### config.mk
export PLATFORM = sky130hd
export DESIGN_NAME = param_fifo
export DESIGN_NICKNAME = d
export VERILOG_FILES = /design/src/rtl/fifo_pkg.sv /design/src/rtl/fifo_ram.sv /design/src/rtl/param_fifo.sv
export SDC_FILE = /design/constraint.sdc
export NUM_CORES = 1
export LEC_CHECK = 0
export CAP_MARGIN = 20
export CORE_ASPECT_RATIO = 0.7
export CORE_UTILIZATION = 45
export DETAILED_ROUTE_END_ITERATION = 8
export HOLD_SLACK_MARGIN = 0.03
export SLEW_MARGIN = 40
export SYNTH_ARGS = -nofsm -noshare
export SYNTH_HDL_FRONTEND = slang
export SYNTH_SLANG_ARGS = --single-unit
### constraint.sdc
create_clock -name clk -period 4 [get_ports clk]
set_input_delay 1.2 -clock clk [delete_from_list [all_inputs] [get_ports clk]]
set_output_delay 1.2 -clock clk [all_outputs]
set_load 0.05 [all_outputs]
### src/rtl/fifo_pkg.sv
// fifo_pkg
//   Shared constants and helpers for the parameterised FIFO.
//   FIFO_MODE_STD  : registered-read output (1-cycle read latency)
//   FIFO_MODE_FWFT : first-word-fall-through output
//   fifo_count_w() : width needed to hold an occupancy of 0..depth
package fifo_pkg;

    localparam int FIFO_MODE_STD  = 0;
    localparam int FIFO_MODE_FWFT = 1;

    function automatic int fifo_count_w(input int depth);
        return $clog2(depth + 1);
    endfunction

endpackage

### src/rtl/fifo_ram.sv
// fifo_ram
//   WORD_WIDTH x DEPTH storage, one synchronous write port and one
//   asynchronous read port. Contents are not reset.
//   clk      : write clock
//   i_we     : write enable
//   i_waddr  : write address (0..DEPTH-1)
//   i_wdata  : write data
//   i_raddr  : read address (0..DEPTH-1)
//   o_rdata  : combinational read data at i_raddr
module fifo_ram #(
    parameter int WORD_WIDTH = 8,
    parameter int DEPTH      = 128,
    parameter int AW         = $clog2(DEPTH)
) (
    input  logic                  clk,
    input  logic                  i_we,
    input  logic [AW-1:0]         i_waddr,
    input  logic [WORD_WIDTH-1:0] i_wdata,
    input  logic [AW-1:0]         i_raddr,
    output logic [WORD_WIDTH-1:0] o_rdata
);

    logic [WORD_WIDTH-1:0] mem_q [DEPTH];

    always_ff @(posedge clk) begin
        if (i_we) begin
            mem_q[i_waddr] <= i_wdata;
        end
    end

    assign o_rdata = mem_q[i_raddr];

endmodule

### src/rtl/param_fifo.sv
// param_fifo
//   Single-clock FIFO with runtime thresholds and sticky error flags.
//   clk, reset             : clock, synchronous active-high reset
//   i_w_en / i_w_data      : write request and data
//   i_r_en                 : read (pop) request
//   i_afull_lvl            : almost-full threshold  (o_afull  = count >= lvl)
//   i_aempty_lvl           : almost-empty threshold (o_aempty = count <= lvl)
//   i_clr_err              : clears o_overflow / o_underflow
//   o_r_data               : read data (registered or fall-through, see FWFT)
//   o_count                : words stored, 0..DEPTH
//   o_full/o_afull/o_empty/o_aempty : status, combinational from o_count
//   o_overflow/o_underflow : sticky rejected-request flags
module param_fifo
    import fifo_pkg::*;
#(
    parameter int WORD_WIDTH = 8,
    parameter int DEPTH      = 128,
    parameter int FWFT       = FIFO_MODE_STD,
    localparam int CW        = fifo_count_w(DEPTH)
) (
    input  logic                  clk,
    input  logic                  reset,
    input  logic                  i_w_en,
    input  logic [WORD_WIDTH-1:0] i_w_data,
    input  logic                  i_r_en,
    input  logic [CW-1:0]         i_afull_lvl,
    input  logic [CW-1:0]         i_aempty_lvl,
    input  logic                  i_clr_err,
    output logic [WORD_WIDTH-1:0] o_r_data,
    output logic [CW-1:0]         o_count,
    output logic                  o_full,
    output logic                  o_afull,
    output logic                  o_empty,
    output logic                  o_aempty,
    output logic                  o_overflow,
    output logic                  o_underflow
);

    localparam int AW = $clog2(DEPTH);

    logic [AW-1:0]         wr_ptr_q, wr_ptr_d;
    logic [AW-1:0]         rd_ptr_q, rd_ptr_d;
    logic [CW-1:0]         count_q, count_d;
    logic [WORD_WIDTH-1:0] rdata_q, rdata_d;
    logic                  ovf_q, ovf_d;
    logic                  udf_q, udf_d;
    logic [WORD_WIDTH-1:0] ram_rdata;
    logic                  rd_ok, wr_ok;

    // DEPTH need not be a power of two, so wrap explicitly
    function automatic logic [AW-1:0] ptr_inc(input logic [AW-1:0] p);
        return (p == AW'(DEPTH - 1)) ? '0 : p + 1'b1;
    endfunction

    assign o_count  = count_q;
    assign o_full   = (count_q == CW'(DEPTH));
    assign o_empty  = (count_q == '0);
    assign o_afull  = (count_q >= i_afull_lvl);
    assign o_aempty = (count_q <= i_aempty_lvl);

    assign o_overflow  = ovf_q;
    assign o_underflow = udf_q;

    // A pop frees a slot in the same cycle, so a full FIFO still takes a write
    assign rd_ok = i_r_en && !o_empty;
    assign wr_ok = i_w_en && (!o_full || rd_ok);

    always_comb begin
        wr_ptr_d = wr_ptr_q;
        rd_ptr_d = rd_ptr_q;
        count_d  = count_q;
        rdata_d  = rdata_q;
        ovf_d    = ovf_q;
        udf_d    = udf_q;

        if (wr_ok) wr_ptr_d = ptr_inc(wr_ptr_q);
        if (rd_ok) begin
            rd_ptr_d = ptr_inc(rd_ptr_q);
            rdata_d  = ram_rdata;
        end

        case ({wr_ok, rd_ok})
            2'b10:   count_d = count_q + 1'b1;
            2'b01:   count_d = count_q - 1'b1;
            default: count_d = count_q;
        endcase

        // set wins over clear when both happen in one cycle
        if (i_clr_err) begin
            ovf_d = 1'b0;
            udf_d = 1'b0;
        end
        if (i_w_en && !wr_ok) ovf_d = 1'b1;
        if (i_r_en && !rd_ok) udf_d = 1'b1;
    end

    always_ff @(posedge clk) begin
        if (reset) begin
            wr_ptr_q <= '0;
            rd_ptr_q <= '0;
            count_q  <= '0;
            rdata_q  <= '0;
            ovf_q    <= 1'b0;
            udf_q    <= 1'b0;
        end else begin
            wr_ptr_q <= wr_ptr_d;
            rd_ptr_q <= rd_ptr_d;
            count_q  <= count_d;
            rdata_q  <= rdata_d;
            ovf_q    <= ovf_d;
            udf_q    <= udf_d;
        end
    end

    fifo_ram #(
        .WORD_WIDTH (WORD_WIDTH),
        .DEPTH      (DEPTH),
        .AW         (AW)
    ) u_ram (
        .clk     (clk),
        .i_we    (wr_ok && !reset),
        .i_waddr (wr_ptr_q),
        .i_wdata (i_w_data),
        .i_raddr (rd_ptr_q),
        .o_rdata (ram_rdata)
    );

    // Fall-through output is forced to zero while empty so reset leaves a
    // known value instead of whatever the RAM holds at the read pointer.
    assign o_r_data = (FWFT == FIFO_MODE_FWFT) ? (o_empty ? '0 : ram_rdata)
                                               : rdata_q;

endmodule
==> results.py, run 1 <==
metrics = {
    "grt": {
        "grt-ovfl-total": 0,
        "antenna_found_initial": 3,
        "grt_pass1_vias": 21581,
        "grt_pass1_wl_um": 149000,
        "grt_max_degree": 83,
        "grt_use_total": 0.222,
    },
    "cells_and_area": {
        "fill_cells": 7025,
        "multi_input_area_um2": 9680,
        "area_growth_pct": 15.9,
        "layout-drive-gt1-share": 0.284,
        "post_layout_nonfiller_instances": 3612,
        "seq_area_um2": 31400,
        "final_nets": 2361,
    },
    "placed_design": {
        "dp_slack_ns": -0.388,
        "port_buffers": 50,
        "placedCellCount": 3430,
        "dpl.hpwl_um": 65400,
        "routabilityCongestion": 0.897,
    },
    "worst_setup_path": {
        "path_delay_family": "compound AO/OA/AOI/OAI gates",
        "crit_path_frequent_cell": "a21o_1",
        "arrival_ns": 2.76,
        "worstSetupStartpointType": "primary input",
        "critPathSlowestCell": "dlygate4sd2_1",
        "cp-end-kind": "output pin",
        "crit_required_ns": 2.80,
        "max_stage_delay_ns": 0.23,
        "crit_buf_inv": 3,
        "cp_max_fo": 1,
        "crit_chain": "dlygate4sd2_1 -> inv_1 -> ha_1 -> a21o_1 -> a21o_1 -> a21o_1 -> a21o_1 -> a21oi_2 -> o21ai_2 -> buf_6",
        "critPathKind": "in2out",
    },
    "synthesis": {
        "ys_seq_area_frac": 0.754,
        "synth_ff_type": "edfxtp_1",
        "synth_edf_count": 1024,
        "synth_top_area_frac": 0.739,
        "syn_inst": 2040,
        "yosysWarningCount": 0,
        "synth_area_um2": 41600,
        "ys_types": 50,
        "netlist_top_cells_count": "edfxtp_1, mux4_2, nor2_1",
        "avgSynthCellArea_um2": 20.4,
        "synth_area_leaders": "edfxtp_1, mux4_2, nor2_1",
        "async_flop_share": 0,
        "synth_area_leader_cell": "edfxtp_1",
        "syn-num-nets": 2094,
        "synth_seq_cells": 1056,
        "synth.most_common_cell": "edfxtp_1",
    },
    "clocking": {
        "clockBufferDepth": 3,
        "htreeDepth": 3,
        "cts_setup_buffers": 0,
        "clkSlewWorstSetupHoldPaths_ns": 0.06,
        "cts_tree": "built",
        "cts_sinks": 1056,
        "clock_latency_ns": 0.69,
        "cts_root_buf": "clkbuf_16",
        "cts_made_buffers": 97,
        "hold_buffers": 0,
    },
    "sta": {
        "hold_violations": 0,
        "max_freq_mhz": 253,
        "maxSlewHeadroom": 0.446,
        "rsz0062_at_grt": "true",
        "min_period_ns": 3.96,
        "post-route-period-util": 0.989,
        "maxSlewViolCount": 0,
        "setup_violations": 0,
        "tightest_slew_ns": 0.832,
        "clock_skew_ns": 0.0264,
        "whs_ns": 0.593,
        "final.setup.worst_slack_ns": 0.0428,
    },
    "die": {
        "fp.coreArea_um2": 90800,
        "die_x_um": 366,
        "row_count": 92,
        "die_area_um2": 93700,
        "ios": 51,
        "dieHeight_um": 256,
        "start_util": 0.458,
    },
    "pwr": {
        "vdd_drop_max_mv": 0.470,
        "powerDensity_nw_per_um2": 578,
        "leakagePower_uw": 0.0153,
    },
    "route": {
        "routed_wirelength_um": 102000,
        "dr.pass1.iters": 5,
        "wire_per_inst_um": 28.1,
        "vias": 21290,
        "vias_per_cell": 5.89,
        "first_iter_violations": 2467,
        "drc_errors": 0,
        "antenna_left": 0,
    },
    "run_status": {
        "outcome": "finished clean",
    },
    "hold_path": {
        "hold_path_class": "reg2reg",
    },
    "flow_run": {
        "max-cap-violations": 0,
    },
}
metal layers:
| metal | global-route usage | vias up | wire (um) |
|---|---|---|---|
| met5 | 0 | - | 13 |
| met4 | 0.0437 | 2 | 1340 |
| met3 | 0.0478 | 96 | 8370 |
| met2 | 0.310 | 824 | 44300 |
| met1 | 0.357 | 11414 | 47500 |
| li1 | - | 8954 | - |
worst reg2reg max path, stage by stage, from the launching register on:
cell and delay (ns):
dfxtp_1 0.40, nor4_1 0.53, nand2_1 0.18, o21ai_1 0.21
nor2_1 0.11, ha_1 0.28, a21o_1 0.17, a21oi_1 0.23
o21ai_0 0.12, a21oi_1 0.23, o21ai_0 0.16, or4_1 0.41
o311ai_0 0.10
final cells by class:
cell class                 instances  share of cell area
antenna                            2            0.000104
clock buffer                     121              0.0533
clock inverter                    59              0.0111
inverter                          24             0.00189
multi-input combinational        853               0.201
sequential                      1056               0.651
tap                             1222              0.0317
timing repair buffer             275              0.0500
power by group:
group	internal (uW)	switching, uW	total, uW
logic	2950	3320	6270
clock network	5090	4030	9120
registers	12200	266	12500
total	20300	7610	27900
flip-flops by register name, summed over array words and instances, names as in the netlist:
signal,cells
rd_ptr_q,7
u_ram.mem_q,1024
o_underflow,1
o_r_data,8
o_overflow,1
o_count,8
wr_ptr_q,7
timing repair:
action,in CTS,in global routing
gates cloned,0,0
gates resized for setup,15,8
pin swaps,15,9
setup endpoints to repair,3,3
through the flow:
step,instance area (um2),power (uW),util,TNS (ns)
2_1_floorplan,41600,16800,-,0
3_3_place_gp,45000,18900,0.496,-0.725
3_5_place_dp,45100,19000,0.496,-0.683
4_1_cts,48200,28100,0.531,0
5_1_grt,48200,28900,0.531,-0.0233
6_report,48200,27900,0.531,0
kinds of logic after synthesis:
group,share of synthesized area
xor gates and xnor gates,0.00274
AOI/OAI and AO/OA,0.0251
and+or+nand+nor,0.0370
adders and majority gates,0.00770
buffers and inverters,0.0152
DFF,0.754
muxes,0.158
path summary, 6_finish.rpt:
kind	from	to	slack, ns	cells past startpoint
worst max register to register	o_count[3]	o_count[7]	0.75	12
worst max-delay path	i_afull_lvl[1]	o_afull	0.04	10
worst min-delay path	wr_ptr_q[1]	wr_ptr_q[1]	0.59	2
worst min register to register	wr_ptr_q[1]	wr_ptr_q[1]	0.59	2
cells in the final DEF, fill, tap and decap left out, types with 13 or more instances in the layout:
cell type	n
mux4_2	277
mux2i_1	33
clkdlybuf4s50_1	34
clkbuf_1	20
inv_1	21
clkinv_2	22
nor2_1	177
buf_4	212
a211oi_1	13
dfxtp_1	26
ha_1	22
nor2b_1	29
clkinv_1	18
o221ai_1	16
nand3_1	23
edfxtp_1	1024
nand2_1	92
a21oi_1	29
buf_12	19
a22oi_1	24
clkbuf_16	98
Note: power is estimated with default switching activity, not from simulation.
==> run 2: changes to the inputs <==
--- a/config.mk
+++ b/config.mk
@@ -7,9 +7,10 @@
 export LEC_CHECK = 0
 export CAP_MARGIN = 20
 export CORE_ASPECT_RATIO = 0.7
-export CORE_UTILIZATION = 45
+export CORE_UTILIZATION = 50
 export DETAILED_ROUTE_END_ITERATION = 8
 export HOLD_SLACK_MARGIN = 0.03
+export PLACE_DENSITY = 0.66
 export SLEW_MARGIN = 40
 export SYNTH_ARGS = -nofsm -noshare
 export SYNTH_HDL_FRONTEND = slang
==> run 2 against run 1 <==
Compared with the run above:
- first-iteration DRC count is 18% higher
- register-to-register slack better by 0.05 ns
- clock-buffer cell count stayed put
- non-clock buffer count is 6 lower
- clock skew is 0.0049 ns lower
- global-route usage is 1.7 points higher
- setup slack better by 0.0069 ns
- worst hold slack worse by 0.029 ns
- clock power is 1% higher
==> results.py, run 2 (same netlist as run 1, synthesis figures left out) <==
metrics = {
    "run_status": {
        "outcome": "finished clean",
    },
    "grt": {
        "grt-ovfl-total": 0,
        "grt_use_total": 0.238,
        "grt_pass1_vias": 21183,
        "grt_max_degree": 129,
        "grt_pass1_wl_um": 146000,
        "antenna_found_initial": 1,
    },
    "pwr": {
        "clkPwrFrac": 0.332,
        "vdd_drop_max_mv": 0.347,
        "pwr-share-comb": 0.218,
        "leakagePower_uw": 0.0152,
        "powerDensity_nw_per_um2": 579,
        "switchingPower_uw": 7450,
        "swShare": 0.268,
        "seq_power_share": 0.449,
        "p_int_uw": 20400,
    },
    "cells_and_area": {
        "final_nets": 2354,
        "fill_cells": 6022,
        "final_cell_mix": "edfxtp_1, mux4_2, buf_4",
        "post_layout_nonfiller_instances": 3460,
        "seq_area_um2": 31400,
        "regMostFlops": "u_ram.mem_q",
        "area_growth_pct": 15.4,
        "diodes": 0,
        "mostFrequentLayoutCell": "edfxtp_1",
        "final_util": 0.583,
        "layout-drive-gt1-share": 0.280,
        "multi_input_area_um2": 9670,
        "largest_reg_flops": 1024,
    },
    "sta": {
        "final.setup.worst_slack_ns": 0.0497,
        "maxSlewHeadroom": 0.398,
        "maxSlewViolCount": 0,
        "setup-tns-final_ns": 0,
        "hold_violations": 0,
        "max_freq_mhz": 253,
        "post-route-period-util": 0.988,
        "whs_ns": 0.564,
        "min_period_ns": 3.95,
        "clock_skew_ns": 0.0215,
        "rsz0062_at_grt": "true",
        "setup_violations": 0,
        "tightest_slew_ns": 0.897,
    },
    "die": {
        "row_count": 88,
        "start_util": 0.505,
        "die_x_um": 347,
        "dieHeight_um": 243,
        "ios": 51,
        "fp.coreArea_um2": 82400,
        "die_area_um2": 84400,
    },
    "clocking": {
        "cts_made_buffers": 96,
        "cts_sinks": 1056,
        "hold_buffers": 0,
        "htreeDepth": 3,
        "clockBufferDepth": 3,
        "clock_latency_ns": 0.66,
        "clkSlewWorstSetupHoldPaths_ns": 0.06,
        "cts_tree": "built",
        "cts_root_buf": "clkbuf_16",
    },
    "worst_setup_path": {
        "cp-end-kind": "output pin",
        "rr_startpoint": "o_count[3]",
        "r2r_slack_ns": 0.80,
        "rr_worst_depth": 13,
        "cp_max_fo": 1,
        "worstSetupStartpointType": "primary input",
        "critPathKind": "in2out",
        "crit_required_ns": 2.80,
        "arrival_ns": 2.75,
        "startpoint": "i_afull_lvl[0]",
    },
    "placed_design": {
        "dpl.hpwl_um": 62200,
        "routabilityCongestion": 0.864,
        "port_buffers": 50,
        "dp_slack_ns": -0.339,
        "placedCellCount": 3280,
    },
    "route": {
        "drc_errors": 0,
        "vias_per_cell": 6.13,
        "first_iter_violations": 2919,
        "routed_wirelength_um": 98600,
        "wire_per_inst_um": 28.5,
        "antenna_left": 0,
        "dr.pass1.iters": 6,
        "vias": 21219,
    },
    "hold_path": {
        "hold_path_class": "reg2reg",
        "holdPathStages": 2,
        "hold_start": "o_count[0]",
    },
    "flow_run": {
        "max-cap-violations": 0,
    },
}
[run 2: worst max-delay path: stages]
cell	delay [ns]
buf_6	0.10
ha_4	0.22
nand2b_4	0.12
a21o_1	0.17
a21o_1	0.19
a21o_1	0.17
a21o_1	0.19
a21oi_2	0.15
o21ai_2	0.08
buf_6	0.16
[run 2: routing by layer]
metal	vias up	global-route usage	part of all wire	routed length, um
met1	11229	0.369	0.44	43500
met4	2	0.0478	0.018	1730
met3	130	0.0702	0.10	10000
met2	954	0.337	0.44	43300
li1	8904	-	-	-
met5	-	0	0.000071	7
[run 2: final timing paths]
| kind | endpoint |
|---|---|
| max | o_afull |
| min | o_count[0] |
| max reg2reg | o_count[6] |
| min reg2reg | o_count[0] |
[run 2: cell type report]
cell class                 instances  area share
clock inverter                    57      0.0110
sequential                      1056       0.654
multi-input combinational        853       0.201
clock buffer                     121      0.0546
tap                             1080      0.0281
timing repair buffer             269      0.0488
inverter                          24     0.00190
[run 2: power groups by stage]
stage | clock (uW) | combinational [uW] | sequential (uW)
2_1_floorplan | 0 | 4080 | 12700
5_1_grt | 9830 | 6480 | 12500
3_3_place_gp | 0 | 5990 | 12700
4_1_cts | 9390 | 6100 | 12500
3_5_place_dp | 0 | 6050 | 12700
6_report | 9240 | 6080 | 12500
[run 2: stage by stage]
step	cell area, um2	power, uW
2_1_floorplan	41600	16800
3_3_place_gp	44700	18700
3_5_place_dp	44800	18800
4_1_cts	47900	28000
5_1_grt	48000	28800
6_report	48000	27800
[run 2: repair_timing]
action / CTS / global route
gates resized for setup: 14 / 12
pin swaps: 14 / 11
endpoints found under the setup margin: 4 / 2
buffers inserted: 0 / 0
cloned: 0 / 0
